--- src/rtl/fwd_hazard_ctrl_pkg.sv ---
// Shared constants and tag type for the decode-stage
// forwarding and hazard controller.
package fwd_hazard_ctrl_pkg;

   localparam logic [1:0] FWD_RF = 2'd0;
   localparam logic [1:0] FWD_E  = 2'd1;
   localparam logic [1:0] FWD_M  = 2'd2;
   localparam logic [1:0] FWD_W  = 2'd3;

   localparam logic [1:0] TUSE_NONE = 2'd3;
   localparam logic [1:0] TNEW_ALU  = 2'd1;
   localparam logic [1:0] TNEW_LOAD = 2'd2;

   typedef struct packed {
      logic       valid;
      logic [4:0] wa;
      logic [1:0] tnew;
   } tag_t;

   // Advance a tag one stage: Tnew counts down, floor 0.
   function automatic tag_t age(input tag_t t);
      tag_t r;
      r = t;
      if (t.tnew != 2'd0)
         r.tnew = t.tnew - 2'd1;
      return r;
   endfunction

endpackage

--- src/rtl/fwd_hazard_ctrl_match.sv ---
// One source operand checked against the E/M/W tags,
// giving its forward select and a hazard flag.
module fwd_match
   import fwd_hazard_ctrl_pkg::*;
(
   input  logic [4:0] src,
   input  logic [1:0] tuse,
   input  tag_t       tag_e,
   input  tag_t       tag_m,
   input  tag_t       tag_w,
   output logic [1:0] sel,
   output logic       hazard
);

   logic       hit;
   logic [1:0] code;
   logic [1:0] tnew;

   // Youngest producer wins; $0 never matches.
   always_comb begin
      hit  = 1'b0;
      code = FWD_RF;
      tnew = 2'd0;
      if (src != 5'd0) begin
         if (tag_e.valid && tag_e.wa == src) begin
            hit  = 1'b1;
            code = FWD_E;
            tnew = tag_e.tnew;
         end else if (tag_m.valid && tag_m.wa == src) begin
            hit  = 1'b1;
            code = FWD_M;
            tnew = tag_m.tnew;
         end else if (tag_w.valid && tag_w.wa == src) begin
            hit  = 1'b1;
            code = FWD_W;
            tnew = tag_w.tnew;
         end
      end
   end

   assign sel    = (hit && tnew == 2'd0) ? code : FWD_RF;
   assign hazard = hit && (tuse != TUSE_NONE) && (tnew > tuse);

endmodule

--- src/rtl/fwd_hazard_ctrl.sv ---
// Tracks in-flight destinations and the MD busy counter;
// drives decode forward selects and the pipeline stall.
module fwd_hazard_ctrl
   import fwd_hazard_ctrl_pkg::*;
#(
   parameter int MD_LAT = 5
) (
   input  logic       clk,
   input  logic       reset,
   input  logic       d_valid,
   input  logic [4:0] d_rs,
   input  logic [4:0] d_rt,
   input  logic [1:0] d_rs_tuse,
   input  logic [1:0] d_rt_tuse,
   input  logic [4:0] d_wa,
   input  logic [1:0] d_tnew,
   input  logic       d_md_use,
   input  logic       flush,
   input  logic       e_md_start,
   output logic       stall,
   output logic [1:0] rs_sel,
   output logic [1:0] rt_sel,
   output logic       md_busy
);

   tag_t       tag_e;
   tag_t       tag_m;
   tag_t       tag_w;
   tag_t       tag_d;
   logic [3:0] md_cnt;
   logic       hz_rs;
   logic       hz_rt;
   logic       md_hazard;

   assign tag_d.valid = d_valid;
   assign tag_d.wa    = d_wa;
   assign tag_d.tnew  = d_tnew;

   fwd_match u_rs (
      .src    (d_rs),
      .tuse   (d_rs_tuse),
      .tag_e  (tag_e),
      .tag_m  (tag_m),
      .tag_w  (tag_w),
      .sel    (rs_sel),
      .hazard (hz_rs)
   );

   fwd_match u_rt (
      .src    (d_rt),
      .tuse   (d_rt_tuse),
      .tag_e  (tag_e),
      .tag_m  (tag_m),
      .tag_w  (tag_w),
      .sel    (rt_sel),
      .hazard (hz_rt)
   );

   // A start in E this cycle already blocks MD consumers.
   assign md_hazard = d_md_use && (md_cnt != 4'd0 || e_md_start);
   assign stall     = d_valid && (hz_rs || hz_rt || md_hazard);
   assign md_busy   = (md_cnt != 4'd0);

   always_ff @(posedge clk) begin
      if (reset) begin
         tag_e  <= '0;
         tag_m  <= '0;
         tag_w  <= '0;
         md_cnt <= 4'd0;
      end else begin
         tag_w <= age(tag_m);
         tag_m <= age(tag_e);
         if (stall || flush)
            tag_e <= '0;
         else
            tag_e <= tag_d;
         if (e_md_start)
            md_cnt <= 4'(MD_LAT);
         else if (md_cnt != 4'd0)
            md_cnt <= md_cnt - 4'd1;
      end
   end

endmodule

--- config.mk ---
export PLATFORM = sky130hd
export DESIGN_NAME = fwd_hazard_ctrl
export DESIGN_NICKNAME = d
export VERILOG_FILES = /design/src/rtl/fwd_hazard_ctrl_pkg.sv /design/src/rtl/fwd_hazard_ctrl_match.sv /design/src/rtl/fwd_hazard_ctrl.sv
export SDC_FILE = /design/constraint.sdc
export NUM_CORES = 1
export LEC_CHECK = 0
export CAP_MARGIN = 20
export CORE_ASPECT_RATIO = 1.1
export CORE_MARGIN = 8
export CORE_UTILIZATION = 40
export CTS_BUF_LIST = sky130_fd_sc_hd__clkbuf_8
export DETAILED_ROUTE_END_ITERATION = 10
export PLACE_DENSITY = 0.68
export SYNTH_ARGS = -nofsm -noshare
export SYNTH_HDL_FRONTEND = slang
export SYNTH_SLANG_ARGS = --single-unit
--- constraint.sdc ---
create_clock -name clk -period 3.73 [get_ports clk]
set_input_delay 0.5595 -clock clk [delete_from_list [all_inputs] [get_ports clk]]
set_output_delay 0.5595 -clock clk [all_outputs]
set_load 0.1 [all_outputs]
### After elaboration in Yosys (flattened, before gate mapping)

Index checks and enable logic that the tools add are counted.

| word-level totals | value |
|---|---|
| flip-flop bits (word level) | 28 |
| latch bits | 0 |
| memory bits (writable) | 0 |
| memory bits (read-only) | 0 |
| input bits | 27 |
| output and inout port bits | 6 |
| logic and storage cells | 82 |
| memories | 0 |

| cells by class | value |
|---|---|
| add/subtract/negate cells | 3 |
| multiply operators | 0 |
| div/mod/pow operators | 0 |
| magnitude comparators | 2 |
| eq/ne operators | 8 |
| shift-type cells | 0 |
| mux-type cells | 30 |
| bitwise gates (word level) | 0 |
| reduce and logical (&&, ||, !) cells | 28 |

Operators with widths:

| cell | count |
|---|---|
| two-way mux 2 bit | 20 |
| equality test 5 bit | 6 |
| logical AND 1 bit | 14 |
| nonzero test 5 bit | 2 |
| two-way mux 1 bit | 8 |
| two-way mux 3 bit | 2 |
| nonzero test 2 bit | 3 |
| > comparator 2 bit | 2 |
| logical NOT 2 bit | 2 |
| logical OR 1 bit | 4 |
| inequality test 2 bit, second input constant | 2 |
| nonzero test 4 bit | 1 |
| OR reduction 2 bit | 2 |
| subtractor 2 x 1 -> 2 bit, second input constant | 2 |
| subtractor 4 x 1 -> 4 bit, second input constant | 1 |

### Depth between registers and ports, before layout

Gate-level depths: netlist of the first run.

| depth | value |
|---|---|
| depth in word-level cells | 13 |
| mapped depth | 14 |
| gate-level depth less buffers | 13 |

### Hierarchy

Synthesis of the first run repeated with hierarchy kept, for this count alone.

| second synthesis, totals | value |
|---|---|
| cell total of the unflattened synthesis | 189 |
| area, all modules | 1677.9 µm² |

By module, submodules not included:

| module | instances | cells each | area an instance (µm²) | seq. area each (µm²) |
|---|---|---|---|---|
| fwd_hazard_ctrl | 1 | 79 | 887.1 | 560.5 |
| fwd_match | 2 | 55 | 395.4 | 0.0 |

### Least setup slack after synthesis of the first run

OpenSTA, ideal clock, no wires.

| timing | value |
|---|---|
| kind | input to output |
| start point | in d_rs[0] |
| end point | out rs_sel[1] |
| data arrival time | 4.421 ns |
| data required time | 3.171 ns |
| path slack | -1.250 ns |
| cell stages on the path | 7 |
| path buffers | 1 |
| path through | xor2_1 nor4_1 and3_1 clkbuf_1 nor2b_1 a21oi_2 nor4_1 |

| between the ends | value |
|---|---|
| word-level cells in the longest chain between the ends | 9 |
| elaborated cells on any way between the ends | 22 |
| those cells by class | eq/ne (3); mux (13); reduce/logical (6) |

RTL lines:

| element | RTL line | source |
|---|---|---|
| start: declaration | fwd_hazard_ctrl.sv:11 | `input logic [4:0] d_rs,` |
| equality test 5 bit | fwd_hazard_ctrl_match.sv:33 | `end else if (tag_w.valid && tag_w.wa == src) begin` |
| logical AND 1 bit | fwd_hazard_ctrl_match.sv:33 |  |
| two-way mux 2 bit | fwd_hazard_ctrl_match.sv:33 |  |
| two-way mux 2 bit | fwd_hazard_ctrl_match.sv:29 | `end else if (tag_m.valid && tag_m.wa == src) begin` |
| two-way mux 2 bit | fwd_hazard_ctrl_match.sv:25 | `if (tag_e.valid && tag_e.wa == src) begin` |
| two-way mux 2 bit | fwd_hazard_ctrl_match.sv:24 | `if (src != 5'd0) begin` |
| logical NOT 2 bit | fwd_hazard_ctrl_match.sv:41 | `assign sel = (hit && tnew == 2'd0) ? code : FWD_RF;` |
| logical AND 1 bit | fwd_hazard_ctrl_match.sv:41 |  |
| two-way mux 2 bit (*) | fwd_hazard_ctrl_match.sv:41 |  |
| end: declaration | fwd_hazard_ctrl.sv:21 | `output logic [1:0] rs_sel,` |

Mark *: on every way between the ends. The rest lies on a longest branch, timed or not.

### Final worst setup path of the first run

| timing | value |
|---|---|
| start point | in d_rs[3] |
| end point | out stall |

| between the ends | value |
|---|---|
| word-level cells in the longest chain between the ends | 11 |
| elaborated cells on any way between the ends | 21 |
| those cells by class | order compare (1); eq/ne (3); mux (8); reduce/logical (9) |

RTL lines:

| element | RTL line | source |
|---|---|---|
| equality test 5 bit | fwd_hazard_ctrl_match.sv:33 |  |
| logical AND 1 bit | fwd_hazard_ctrl_match.sv:33 |  |
| two-way mux 2 bit or two-way mux 1 bit (tied branches) | fwd_hazard_ctrl_match.sv:33 |  |
| two-way mux 2 bit or two-way mux 1 bit (tied branches) | fwd_hazard_ctrl_match.sv:29 |  |
| two-way mux 2 bit or two-way mux 1 bit (tied branches) | fwd_hazard_ctrl_match.sv:25 |  |
| two-way mux 2 bit or two-way mux 1 bit (tied branches) | fwd_hazard_ctrl_match.sv:24 |  |
| > comparator 2 bit or logical AND 1 bit (tied branches) | fwd_hazard_ctrl_match.sv:42 | `assign hazard = hit && (tuse != TUSE_NONE) && (tnew > tuse);` |
| logical AND 1 bit (*) | fwd_hazard_ctrl_match.sv:42 |  |
| logical OR 1 bit (*) (2 in a row) | fwd_hazard_ctrl.sv:61 | `assign stall = d_valid && (hz_rs \|\| hz_rt \|\| md_hazard);` |
| logical AND 1 bit (*) | fwd_hazard_ctrl.sv:61 |  |
| end: declaration | fwd_hazard_ctrl.sv:20 | `output logic stall,` |

Marks and branches as above.

==> results of run 1 <==
==> sequential cells by signal (all words and copies together) (netlist names) <==
register / cells
md_cnt: 4
tag_e: 8
tag_m: 8
tag_w: 8
==> repair_timing <==
item                                    4_1_cts  5_1_grt
buffers inserted                              5        4
pin swaps                                    15       19
resized for setup                            44       23
cloned                                        0        0
endpoints found under the setup margin        1        1
==> cells by family after synthesis <==
group	after synthesis
AOI/OAI and AO/OA	25
and+or+nand+nor	80
DFF	28
adders and majority gates	5
buffers and inverters	16
muxes	2
xor gates and xnor gates	31
==> power by group through the flow <==
stage / Sequential (mW) / Clock (mW) / Combinational, mW
floorplan: 0.323 / 0 / 0.0842
global placement: 0.326 / 0 / 0.142
detailed placement: 0.326 / 0 / 0.143
CTS: 0.320 / 0.189 / 0.148
global route: 0.322 / 0.197 / 0.168
finish: 0.320 / 0.182 / 0.154
==> cell type report <==
type | count | area share, %
inverters | 11 | 1.72
flip-flops and latches | 28 | 23.4
well taps | 52 | 2.71
clock buffers | 4 | 2.30
repair buffers | 58 | 22.8
multi-input cells | 143 | 47.1
==> through the flow <==
stage	cell area, µm²	power, mW	cells
3_3_place_gp	2170	0.468	283
5_1_grt	2400	0.686	296
2_1_floorplan	1640	0.407	187
3_5_place_dp	2170	0.470	283
4_1_cts	2330	0.657	292
6_report	2400	0.656	296
==> placed cells by master (no fill, tap or decap), types with 4 or more instances in the layout <==
cell type	n
dfxtp_1	28
clkbuf_2	5
clkdlybuf4s50_1	16
nor2_1	9
xnor2_1	15
nor3_1	6
nor4_2	4
nor3b_1	4
buf_4	21
buf_6	7
clkbuf_8	4
xor2_1	14
nor2b_1	12
buf_12	5
inv_1	11
nand2_1	8
ha_1	4
a21oi_1	8
and2_1	9
nand3_1	4
==> worst min-delay path, delay by kind of cell, from the launching register on <==
kind                   cells  cell delay [ns]
flip-flops                 1             0.36
AND/OR/NAND/NOR            1             0.04
buffers and inverters      1             0.06
==> layer usage <==
metal | track usage (%) | routed length, µm | share of wire, %
met1 | 15.5 | 1860 | 46
met2 | 24.0 | 1980 | 49
met3 | 2.81 | 158 | 3.9
met4 | 6.54 | 72 | 1.8
met5 | 0 | 0 | 0
==> final timing paths <==
kind | to | slack [ns] | cells past startpoint
max | stall | 0.12 | 13
min | tag_w[1]$_SDFF_PP0_ | 0.50 | 2
max reg2reg | tag_e[0]$_SDFF_PP0_ | 0.66 | 14
min reg2reg | tag_w[1]$_SDFF_PP0_ | 0.50 | 2
==> impl_metrics.toml, run 1 <==
[routing]
drc = 0
vias = 1472
wl_per_cell_um = 13.8
antenna_left = 0
first_pass_iters = 4
wl_um = 4070
vias_per_cell = 4.97
drt_first_iter_violations = 68

[clock_network]
cts_made_buffers = 3
htree_levels = 1
cts_hold_buf = 0
cts_buffer_depth = 2
clock_latency_ns = 0.27
cts_tree = "built"
clkTransAtPathRegs_ns = 0.09
cts-root-buf = "clkbuf_8"
clock_sinks = 28

[yosys]
synth_xor_area_share_pct = 17.0
ys_ff_latch = 28
synth_top_family_by_area = "simple AND/OR/NAND/NOR gates"
syn_inst = 187
yosys.cell_count.top_type = "dfxtp_1"
synth_edf_count = 0
yosysWarnings = 0
muxShareOfSynthArea_pct = 1.25
synth_area_per_cell_um2 = 8.53
synth_ff_type = "dfxtp_1"
ys_types = 37
synth-seq-area-share_pct = 35.1
syn_area_um2 = 1600
ys_top_cells_by_count = "28 x dfxtp_1, 17 x xnor2_1, 14 x nor2b_1, 14 x xor2_1"
synth_simple_gate_area_share_pct = 28.5
synth_fa_ha_area_share_pct = 3.92
synth_area_leaders = "dfxtp_1 35%, xnor2_1 9.3%, xor2_1 7.7%"
synth_nets = 219
yosysTopAreaCellShare_pct = 35.1
synth_compound_area_share_pct = 9.96
synthArstFlopShare_pct = 0
synth_largest_area_cell = "dfxtp_1"

[outcome]
outcome = "finished, final reports clean"

[timing]
timing.final.ws_setup_ns = 0.119
slew_violations = 0
slew_headroom_pct = 47.0
fin_crit_sh_pct = 96.8
tns_ns = 0
fin_crit_ns = 3.61
setup_viol = 0
max_freq_mhz = 277
skew_ns = 0.00346
worst_pin_slew_ns = 0.792
hold_viol = 0
hold_slack_ns = 0.496

[pwr]
max-vdd-ir-drop_mv = 0.277
swShare_pct = 27.2
power_frac_comb_pct = 23.4
power_density_nw_per_um2 = 273
pwr-share-seq_pct = 48.8
power_switching_mw = 0.178
power.internal_mw = 0.478
p_leak_nw = 0.963
p_clk_share_pct = 27.8

[placed_design]
dp_hpwl_um = 3070
place_ws_ns = -0.403
place.gp.congestion = 0.908
numPortBuffers = 32

[die]
io_pins = 33
die_h_um = 82.2
std_cell_rows = 24
die-area_um2 = 6270
die_w_um = 76.2
core_area_um2 = 3900
initial_utilization_pct = 40.9

[min_path]
min_from = "tag_m[0]$_SDFF_PP0_"
hold_class = "flop to flop"

[grt]
grt.overflow.total = 0
grt_use_total_pct = 13.5
grt_first_pass_wirelength_um = 6900
grt_max_degree = 23
grt_pass1_vias = 1528
antenna_found_initial = 0

[final_layout]
num_antenna_cells = 0
register_area_um2 = 561
fill_cells = 339
multi_input_area_um2 = 1130
drive_gt1_share_pct = 29.1
syn_to_final_growth_pct = 50.4
final_core_util_pct = 61.4
fin_nets = 277

[setup_path]
worst_ep_required_time_ns = 3.17
critPathSlowestCell = "or4_4"
critPathTopFamily = "simple AND/OR/NAND/NOR gates"
crit_path_start_kind = "input port"
crit_start = "d_rs[3]"
critical_path.max_fanout = 2
cp_cell_sequence = "clkdlybuf4s15_2 -> xor2_1 -> nor4_2 -> and3_1 -> or4_4 -> a21oi_4 -> and2b_1 -> ha_4 -> a22o_1 -> nor3_4 -> o31ai_4 -> a31oi_4 -> buf_12"
critPathBufInv = 2
max_stage_delay_ns = 0.44
r2r-start = "tag_m[6]$_SDFF_PP0_"
critPathArrivalTime_ns = 3.05
worstSetupPathType = "input port to primary output"
end_kind = "primary output"

[job]
cap_violations = 0
(Power assumes the default switching activity.)
==> inputs of run 2 (changes only) <==
==> constraint.sdc (replaced) <==
create_clock -name clk -period 4.31 [get_ports clk]
set_input_delay 0.6465 -clock clk [delete_from_list [all_inputs] [get_ports clk]]
set_output_delay 0.6465 -clock clk [all_outputs]
set_load 0.1 [all_outputs]
==> run 2 against run 1 <==
Compared with the run above: design area down 4.0%; non-clock buffer count down 3; critical endpoint unchanged; largest power group unchanged; first-iteration DRC count down 57%; sequential cell count unchanged.
==> impl_metrics.toml, run 2 (same netlist as run 1, synthesis figures left out) <==
[die]
std_cell_rows = 24
core_area_um2 = 3900
die_w_um = 76.2
die-area_um2 = 6270
io_pins = 33
initial_utilization_pct = 40.9
die_h_um = 82.2

[outcome]
outcome = "finished, final reports clean"

[clock_network]
clock_latency_ns = 0.28
postCtsSetupRepairBufs = 0
clock_sinks = 28
htree_levels = 1
cts_tree = "built"
cts_made_buffers = 3
cts-root-buf = "clkbuf_8"
clkTransAtPathRegs_ns = 0.09
cts_buffer_depth = 2

[timing]
hold_slack_ns = 0.495
fin_crit_sh_pct = 96.2
tns_ns = 0
worst_pin_slew_ns = 0.965
hold_viol = 0
setup_viol = 0
slew_headroom_pct = 35.5
slew_violations = 0
skew_ns = 0.00189
max_freq_mhz = 241
fin_crit_ns = 4.14

[final_layout]
drive_gt1_share_pct = 20.7
syn_to_final_growth_pct = 44.4
final_common_cell = "dfxtp_1"
fin_nets = 274
final_cell_mix = "28 x dfxtp_1, 27 x buf_4, 21 x clkdlybuf4s50_1"
largestRegisters = "tag_e (8), tag_m (8), tag_w (8)"
num_antenna_cells = 0

[setup_path]
worst_ep_required_time_ns = 3.66
critical_path.max_fanout = 6
end_kind = "primary output"
critPathArrivalTime_ns = 3.50
reg2reg_depth = 13
crit_path_start_kind = "input port"
r2r-start = "tag_e[2]$_SDFF_PP0_"
worstSetupPathType = "input port to primary output"
rr_endpoint = "tag_e[0]$_SDFF_PP0_"
reg2reg_slack_ns = 1.32

[placed_design]
place.gp.congestion = 0.847
numPortBuffers = 32
dp_hpwl_um = 3180

[grt]
grt_max_degree = 23
grt_first_pass_wirelength_um = 6550
antenna_found_initial = 0
grt_pass1_vias = 1474
grt.overflow.total = 0
grt_use_total_pct = 13.0

[pwr]
p_leak_nw = 0.972
power_mw = 0.567
max-vdd-ir-drop_mv = 0.222
power_density_nw_per_um2 = 246

[routing]
antenna_left = 0
drt_first_iter_violations = 29
vias_per_cell = 4.91
wl_um = 3890
wl_per_cell_um = 13.3
first_pass_iters = 4
vias = 1440
drc = 0

[min_path]
hold_class = "flop to flop"
hold_end = "tag_w[1]$_SDFF_PP0_"
holdPathStages = 2
min_from = "tag_m[0]$_SDFF_PP0_"

[job]
cap_violations = 0
[run 2: cell count changes in the layout (fill, tap and decap cells not counted), moves of 3 or more]
cell / before / now
buf_12: 5 / 1
clkdlybuf4s50_1: 16 / 21
buf_2: 3 / 0
buf_4: 21 / 27
buf_6: 7 / 0
dlymetal6s2s_1: 0 / 6
clkbuf_2: 5 / 0
[run 2: layout make-up]
type	count	area, µm²
multi-input cells	143	1070
well taps	52	65.1
flip-flops and latches	28	561
inverters	11	41.3
fillers	369	1600
repair buffers	55	508
clock buffers	4	55.1
[run 2: worst max-delay path by stage]
stage               cells after the start  startpoint         to  slack (ns)
floorplan                               6     d_rt[1]  rt_sel[0]        0.03
finish                                 14     d_rt[2]      stall        0.17
CTS                                    14     d_rt[1]      stall        0.01
global placement                       13     d_rs[4]      stall        0.05
detailed placement                     14     d_rs[2]      stall       -0.02
global route                           14     d_rt[2]      stall      -0.001
[run 2: per-stage QoR]
| step | setup slack (ns) | util (%) | cells | area, µm² |
|---|---|---|---|---|
| 6_report | 0.165 | 59.0 | 293 | 2300 |
| 3_3_place_gp | 0.0544 | 55.2 | 289 | 2150 |
| 5_1_grt | -0.000969 | 59.0 | 293 | 2300 |
| 2_1_floorplan | 0.0321 | - | 187 | 1620 |
| 4_1_cts | 0.0106 | 56.8 | 293 | 2220 |
| 3_5_place_dp | -0.0168 | 55.2 | 289 | 2150 |
[run 2: layer usage]
metal | GRT usage (%) | up-vias | wire [µm]
li1 | - | 752 | -
met1 | 14.2 | 636 | 1740
met2 | 22.4 | 43 | 1810
met3 | 3.46 | 9 | 223
met4 | 8.65 | 0 | 115
met5 | 0 | - | 0
[run 2: critical path, cell delays in order]
cell	delay (ns)
clkdlybuf4s50_1	0.45
xor2_1	0.19
nor4_1	0.31
buf_4	0.18
nand3_2	0.15
nor2_1	0.17
a21oi_2	0.06
and2_1	0.16
ha_1	0.28
a22o_1	0.21
nor3_2	0.17
o21ai_2	0.10
a31oi_4	0.21
buf_12	0.19
[run 2: timing repair]
action                                  CTS  global route
endpoints found under the setup margin    1             1
pin swaps                                 1             6
resized for setup                         2            21
hold buffers                              0             0
[run 2: report_power, final]
group	switching [mW]	internal (mW)
clock	0.0771	0.0819
sequential	0.00857	0.268
combinational	0.0670	0.0641
